===== src/rtl/serial_paralelo_rx.sv =====
// Serial-to-parallel receiver: COM-based byte alignment, lock after BC_COUNT aligned COMs,
// then one registered byte per 8 clocks. Define SP_LOS_EN to drop lock after LOS_BYTES bytes without a COM.
module serial_paralelo_rx #(
    parameter logic [7:0]  COM       = 8'hBC,
    parameter logic [7:0]  IDLE      = 8'h7C,
    parameter int unsigned BC_COUNT  = 4,
    parameter int unsigned LOS_BYTES = 64
) (
    input  logic       clk_32f,
    input  logic       reset,
    input  logic       data_in,
    output logic [7:0] data_out,
    output logic       valid_out,
    output logic       byte_strobe,
    output logic       active
);

    typedef enum logic [1:0] {
        ST_UNLOCKED,
        ST_ALIGNED,
        ST_ACTIVE
    } state_t;

    state_t     state_q, state_d;
    // Only the last 7 bits are ever needed; the 8th is the incoming data_in.
    logic [6:0] sr_q, sr_d;
    logic [2:0] bit_cnt_q, bit_cnt_d;
    logic [3:0] com_cnt_q, com_cnt_d;
    logic [7:0] data_q, data_d;
    logic       valid_q, valid_d;
    logic       strobe_q, strobe_d;
    logic       active_q, active_d;

    logic [7:0] nxt;
    logic       nxt_is_com;
    logic       boundary;
    logic [3:0] com_cnt_inc;

`ifdef SP_LOS_EN
    logic [7:0] los_cnt_q, los_cnt_d;
    logic [7:0] los_cnt_inc;
`else
    logic unused_los;
    assign unused_los = ^32'(LOS_BYTES);
`endif

    assign nxt         = {sr_q, data_in};
    assign nxt_is_com  = (nxt == COM);
    assign boundary    = (bit_cnt_q == 3'd7);
    assign com_cnt_inc = com_cnt_q + 4'd1;
`ifdef SP_LOS_EN
    assign los_cnt_inc = los_cnt_q + 8'd1;
`endif

    // Next-state and output logic
    always_comb begin
        state_d   = state_q;
        sr_d      = nxt[6:0];
        bit_cnt_d = bit_cnt_q;
        com_cnt_d = com_cnt_q;
        data_d    = data_q;
        valid_d   = valid_q;
        strobe_d  = 1'b0;
        active_d  = active_q;
`ifdef SP_LOS_EN
        los_cnt_d = los_cnt_q;
`endif

        case (state_q)
            ST_UNLOCKED: begin
                if (nxt_is_com) begin
                    bit_cnt_d = 3'd0;
                    com_cnt_d = 4'd1;
                    if (BC_COUNT == 32'd1) begin
                        state_d  = ST_ACTIVE;
                        active_d = 1'b1;
`ifdef SP_LOS_EN
                        los_cnt_d = 8'd0;
`endif
                    end else begin
                        state_d = ST_ALIGNED;
                    end
                end
            end

            ST_ALIGNED: begin
                bit_cnt_d = bit_cnt_q + 3'd1;
                if (boundary) begin
                    if (nxt_is_com) begin
                        com_cnt_d = com_cnt_inc;
                        if (com_cnt_inc == 4'(BC_COUNT)) begin
                            state_d  = ST_ACTIVE;
                            active_d = 1'b1;
`ifdef SP_LOS_EN
                            los_cnt_d = 8'd0;
`endif
                        end
                    end else begin
                        state_d   = ST_UNLOCKED;
                        com_cnt_d = 4'd0;
                    end
                end
            end

            ST_ACTIVE: begin
                bit_cnt_d = bit_cnt_q + 3'd1;
                if (boundary) begin
                    data_d   = nxt;
                    strobe_d = 1'b1;
                    valid_d  = (nxt != IDLE) && !nxt_is_com;
`ifdef SP_LOS_EN
                    if (nxt_is_com) begin
                        los_cnt_d = 8'd0;
                    end else if (los_cnt_inc == 8'(LOS_BYTES)) begin
                        state_d   = ST_UNLOCKED;
                        active_d  = 1'b0;
                        valid_d   = 1'b0;
                        com_cnt_d = 4'd0;
                        los_cnt_d = 8'd0;
                    end else begin
                        los_cnt_d = los_cnt_inc;
                    end
`endif
                end
            end

            default: begin
                state_d = ST_UNLOCKED;
            end
        endcase
    end

    always_ff @(posedge clk_32f or posedge reset) begin
        if (reset) begin
            state_q   <= ST_UNLOCKED;
            sr_q      <= 7'd0;
            bit_cnt_q <= 3'd0;
            com_cnt_q <= 4'd0;
            data_q    <= 8'h00;
            valid_q   <= 1'b0;
            strobe_q  <= 1'b0;
            active_q  <= 1'b0;
`ifdef SP_LOS_EN
            los_cnt_q <= 8'd0;
`endif
        end else begin
            state_q   <= state_d;
            sr_q      <= sr_d;
            bit_cnt_q <= bit_cnt_d;
            com_cnt_q <= com_cnt_d;
            data_q    <= data_d;
            valid_q   <= valid_d;
            strobe_q  <= strobe_d;
            active_q  <= active_d;
`ifdef SP_LOS_EN
            los_cnt_q <= los_cnt_d;
`endif
        end
    end

    assign data_out    = data_q;
    assign valid_out   = valid_q;
    assign byte_strobe = strobe_q;
    assign active      = active_q;

endmodule


===== config.mk =====
export PLATFORM = sky130hd
export DESIGN_NAME = serial_paralelo_rx
export DESIGN_NICKNAME = d
export VERILOG_FILES = /design/src/rtl/serial_paralelo_rx.sv
export SDC_FILE = /design/constraint.sdc
export NUM_CORES = 1
export LEC_CHECK = 0
export ABC_AREA = 1
export CAP_MARGIN = 0
export CELL_PAD_IN_SITES_DETAIL_PLACEMENT = 1
export CELL_PAD_IN_SITES_GLOBAL_PLACEMENT = 2
export CORE_AREA = 4 4 65 67
export DETAILED_ROUTE_END_ITERATION = 6
export DIE_AREA = 0 0 69 71
export GPL_TIMING_DRIVEN = 1
export PLACE_DENSITY_LB_ADDON = 0.3
export SYNTH_ARGS = -nofsm -noshare
export SYNTH_HDL_FRONTEND = slang
export SYNTH_SLANG_ARGS = --single-unit

===== constraint.sdc =====
create_clock -name clk_32f -period 1.7 [get_ports clk_32f]
set_clock_uncertainty 0.1 [all_clocks]
set_input_delay 0.34 -clock clk_32f [delete_from_list [all_inputs] [get_ports clk_32f]]
set_output_delay 0.34 -clock clk_32f [all_outputs]
set_load 0.03 [all_outputs]

After elaboration in Yosys (flattened, before gate mapping)

Cells that the tools add are included.

Register bits: 27
Output and inout bits: 11

$add $sub $neg: 2
Eq/ne operators: 9
Muxes and demuxes: 13
Bitwise logic cells: 1
Reduce and logical (&&, ||, !) cells: 11

Operators with widths:

| cell                  | number |
|---|---|
| $mux W4               | 3 |
| $eq A8 B8 Y1 const B  | 1 |
| $mux W2               | 4 |
| $ne A8 B7 Y1 const B  | 1 |
| $pmux W4 S2           | 1 |
| $reduce_and A4 Y1     | 2 |
| $pmux W2 S3           | 1 |
| $pmux W3 S2           | 1 |
| $add A4 B1 Y4 const B | 1 |
| $eq A4 B3 Y1 const B  | 1 |
| $ne A2 B2 Y1 const B  | 2 |
| $reduce_and A2 Y1     | 2 |
| $reduce_bool A2 Y1    | 2 |
| $add A3 B1 Y3 const B | 1 |
| $eq A3 B3 Y1 const B  | 1 |
| $mux W3               | 1 |
| $ne A3 B3 Y1 const B  | 1 |
| $reduce_and A3 Y1     | 1 |
| $eq A2 B1 Y1 const B  | 1 |
| $eq A2 B2 Y1 const B  | 1 |
| $logic_not A2 Y1      | 1 |
| $mux W1               | 2 |
| $reduce_or A2 Y1      | 1 |
| $logic_and A1 B1 Y1   | 1 |
| other kinds (2)       | 2 |

Depth between registers and ports, before layout

Depth after elaboration: 6
Mapped depth: 10
Mapped depth without buffers: 10

Least setup slack after synthesis

Ideal clock, no wire load.

Kind: register -> register
Start: reg bit_cnt_q[0]
End: reg data_q[0] (netlist: data_out[0])
Data arrival time: 1.229 ns
Required time: 1.467 ns
Setup slack: 0.238 ns
Cell stages (with the launch flop): 6
Path buffers: 1
Path through: dfrtp_1 ha_1 ha_1 nand2_1 clkbuf_1 o21ai_0

Word-level cells in the longest chain between the ends: 2

RTL lines:

| item                               | RTL line | text |
|---|---|---|
| from (decl)                        | 27       | `logic [2:0] bit_cnt_q, bit_cnt_d;` |
| from (signal assigned)             | 149      | `bit_cnt_q <= bit_cnt_d;` |
| $eq A3 B3 Y1                       | 49       | `assign boundary = (bit_cnt_q == 3'd7);` |
| $reduce_and A2 Y1 (no source line) | --       |  |
| to (signal assigned)               | 151      | `data_q <= data_d;` |
| to (decl)                          | 29       | `logic [7:0] data_q, data_d;` |

No other way between the ends.
A chain may end at the register's enable or synchronous reset.

Worst setup path after layout

Start: reg bit_cnt_q[0]
End: reg com_cnt_q[2]

Word-level cells in the longest chain between the ends: 3

RTL lines:

| item                               | RTL line | text |
|---|---|---|
| $eq A3 B3 Y1                       | 49       |  |
| $ne A2 B2 Y1 (no source line)      | --       |  |
| $reduce_and A3 Y1 (no source line) | --       |  |
| to (signal assigned)               | 150      | `com_cnt_q <= com_cnt_d;` |
| to (decl)                          | 28       | `logic [3:0] com_cnt_q, com_cnt_d;` |

No other way between the ends.

==> reports/results.txt <==
Fillers: 449
number of enable-type register cells in the synthesized netlist: 0
HP Class: register to register
via count of the first global-routing pass: 1003
post-route standard cell area excluding fillers: 1520 sq um
hold path startpoint: sr_q[5]
vias post-DR: 895
pin count of the biggest net entering global routing: 28
fraction of synthesized cell area taken by the top area cell type: 55.7%
HPWL after detailed placement: 1860 um
capturing point of the worst reg2reg path: com_cnt_q[2]
starting density of the core: 33.4%
Util after Layout: 41.8%
violation count after the first detailed-routing iteration: 25
final wirelength: 2460 um
hold path cells: 0
clock tree from TritonCTS: yes
Area Overhead vs Synth: 25.1%
root cell of the clock tree: sky130_fd_sc_hd__clkbuf_8
standard-cell row count: 22
worst-margin pin slew: 0.345 ns
proportion of layout cells with a drive suffix above 1: 18.4%
Placed Area: 1420 sq um
type of destination of the critical path: register
Pleak: 0.000781 uW
run status: completed
Final Hold Vio Count: 0
number of synthesized register bits: 27
Die Span Y: 71 um
Max transition margin: 77.0%
setup slack on the worst flop-to-flop path: 0.11 ns
critical path arrival: 1.69 ns
final hold slack: 0.284 ns
PortBufs: 13
biggest area contributors in the synthesized netlist: sky130_fd_sc_hd__dfrtp_1 56%, sky130_fd_sc_hd__nand2_1 13%, sky130_fd_sc_hd__ha_1 7.2%
cell accounting for the most synthesized area: sky130_fd_sc_hd__dfrtp_1
clock slew at reported path FFs: 0.10 ns
Horiz. Die Dim: 69 um
worst IR drop on VDD: 0.422 mV
average wire per standard cell: 12.3 um
area of the mapped netlist: 1210 sq um
Finish-stage setup viols: 0
Max Root-Sink Buffers: 2
final weighted congestion in routability-driven placement: 0.768
Avg Inst Size Synth: 9.48 sq um
critical path peak fanout: 8
DRC Markers: 0
critical path class: register to register
CTS Hold Bufs: 0
minimum clock period: 1.59 ns
ys async rst share: 100%
antenna cells: 0
clock sink count: 27
Pre-Repair DR Iteration Count: 3
critical path required time: 1.80 ns
MaxCap Viol Count: 0
reg-to-reg startpoint: bit_cnt_q[0]
most used flip-flop cell after synthesis: sky130_fd_sc_hd__dfrtp_1
Net count, final: 163
total global routing overflow: 0
Post-Synthesis Net Count: 138
Routed Antenna Nets: 0
final number of max-transition violations: 0
power density of the placed cells: 1070 nW/um^2
area of the placeable core: 3630 sq um
peak clock frequency supported by timing: 0.627 GHz
commonest non-fill, non-tap cells in the layout: 42 x sky130_fd_sc_hd__nand2_1, 26 x sky130_fd_sc_hd__dfrtp_1, 13 x sky130_fd_sc_hd__inv_1, 11 x sky130_fd_sc_hd__dlygate4sd2_1, 8 x sky130_fd_sc_hd__buf_4
period utilisation layout: 93.8%
GRT Resource Usage Total: 10.9%
insertion delay to the later sink of the worst-skew pair: 0.27 ns
Hold Path End: sr_q[6]
Clock H-tree levels: 1
register area share after synthesis: 55.7%
cell count after synthesis: 128
detail-routed via count per cell: 4.48
global-route wire length before repair: 4420 um
number of distinct library cells after synthesis: 20
antenna violations before repair: 0
total die area: 4900 sq um
Synthesis Warnings: 0
Worst Setup Start Kind: register
I/O pin count: 14
most frequent standard cell in the layout excluding fill and tap cells: sky130_fd_sc_hd__nand2_1
FF-to-FF path depth: 7
clock buffer count from CTS: 3
-- worst max-delay path by stage --
stage | depth (start not counted) | end | start | slack (ns)
floorplan | 5 | data_out[0] | bit_cnt_q[0] | 0.24
global placement | 9 | bit_cnt_q[0] | data_in | -0.06
detailed placement | 9 | bit_cnt_q[0] | data_in | -0.1
CTS | 8 | com_cnt_q[2] | state_q[1] | 0.05
global route | 8 | com_cnt_q[2] | state_q[1] | -0.03
finish | 7 | com_cnt_q[2] | bit_cnt_q[0] | 0.11
-- cells in the mapped netlist (2+ instances only) --
cell	n
sky130_fd_sc_hd__o21ai_0	5
sky130_fd_sc_hd__o21bai_1	2
sky130_fd_sc_hd__inv_1	14
sky130_fd_sc_hd__nand2_2	2
sky130_fd_sc_hd__nand3_1	3
sky130_fd_sc_hd__nor2_1	3
sky130_fd_sc_hd__ha_1	7
sky130_fd_sc_hd__nand4_1	3
sky130_fd_sc_hd__nor3_1	3
sky130_fd_sc_hd__dfrtp_1	27
sky130_fd_sc_hd__o21ai_1	6
sky130_fd_sc_hd__nand3_2	2
sky130_fd_sc_hd__nor2_4	2
sky130_fd_sc_hd__nand2_1	43
-- critical path, cell delays in order, from the launching register on --
cell and delay (ns):
sky130_fd_sc_hd__dfrtp_1 0.38, sky130_fd_sc_hd__ha_1 0.17, sky130_fd_sc_hd__ha_2 0.20, sky130_fd_sc_hd__nor2_1 0.06
sky130_fd_sc_hd__o21bai_2 0.20, sky130_fd_sc_hd__a21oi_4 0.23, sky130_fd_sc_hd__nand2_1 0.10, sky130_fd_sc_hd__o21ai_1 0.08
-- cell type report --
| type | instances | area (sq um) | share of cell area, % |
|---|---|---|---|
| flip-flops and latches | 27 | 677 | 44.6 |
| well taps | 48 | 60.1 | 3.96 |
| repair buffers | 21 | 176 | 11.6 |
| clock buffers | 3 | 41.3 | 2.72 |
| inverters | 15 | 56.3 | 3.71 |
| clock inverters | 1 | 7.51 | 0.495 |
| multi-input cells | 85 | 499 | 32.9 |
-- report_power, final --
group	leakage, uW	internal [uW]	switching, uW
sequential	0.000344	709	61.3
clock	0.0000217	166	204
combinational	0.000416	210	275
-- metrics by stage --
stage                     cells  total power [uW]  worst slack, ns  TNS (ns)
after floorplan             128              1080            0.238         0
after global placement      191              1150          -0.0607    -0.209
after detailed placement    191              1170          -0.0984    -0.541
after CTS                   195              1540           0.0510         0
after global routing        200              1750          -0.0262   -0.0389
final                       200              1620            0.106         0
-- sequential cells by signal, indices dropped and copies added, names as in the netlist --
name / count
data_out: 8
byte_strobe: 1
active: 1
sr_q: 7
bit_cnt_q: 3
valid_out: 1
com_cnt_q: 4
state_q: 2
-- layer usage --
layer / vias to the layer above / track usage [%] / wire length [um]
met5: - / 0 / 0
met4: 0 / 4.56 / 17
met3: 2 / 1.70 / 53
met2: 8 / 18.5 / 1260
met1: 432 / 13.8 / 1130
li1: 453 / - / -
-- what timing repair did --
| item | CTS | global route |
|---|---|---|
| setup buffers | 0 | 5 |
| gates resized for setup | 11 | 7 |
| cloned | 0 | 0 |
| pin swaps | 0 | 1 |
| setup endpoints to repair | 11 | 8 |
| endpoints found under the hold margin | 0 | 0 |
-- kinds of logic (layout without fill, tap and decap cells) --
kind of cell    count (synthesis)  after routing  share of synthesized area (%)
mux                             1              1                          0.825
simple gates                   63             63                           24.2
compound gates                 14             14                           7.11
buf+inv                        16             40                           4.95
flops                          27             27                           55.7
fa+ha+maj                       7              7                           7.22
No activity file was read; power rests on OpenSTA's default activity.
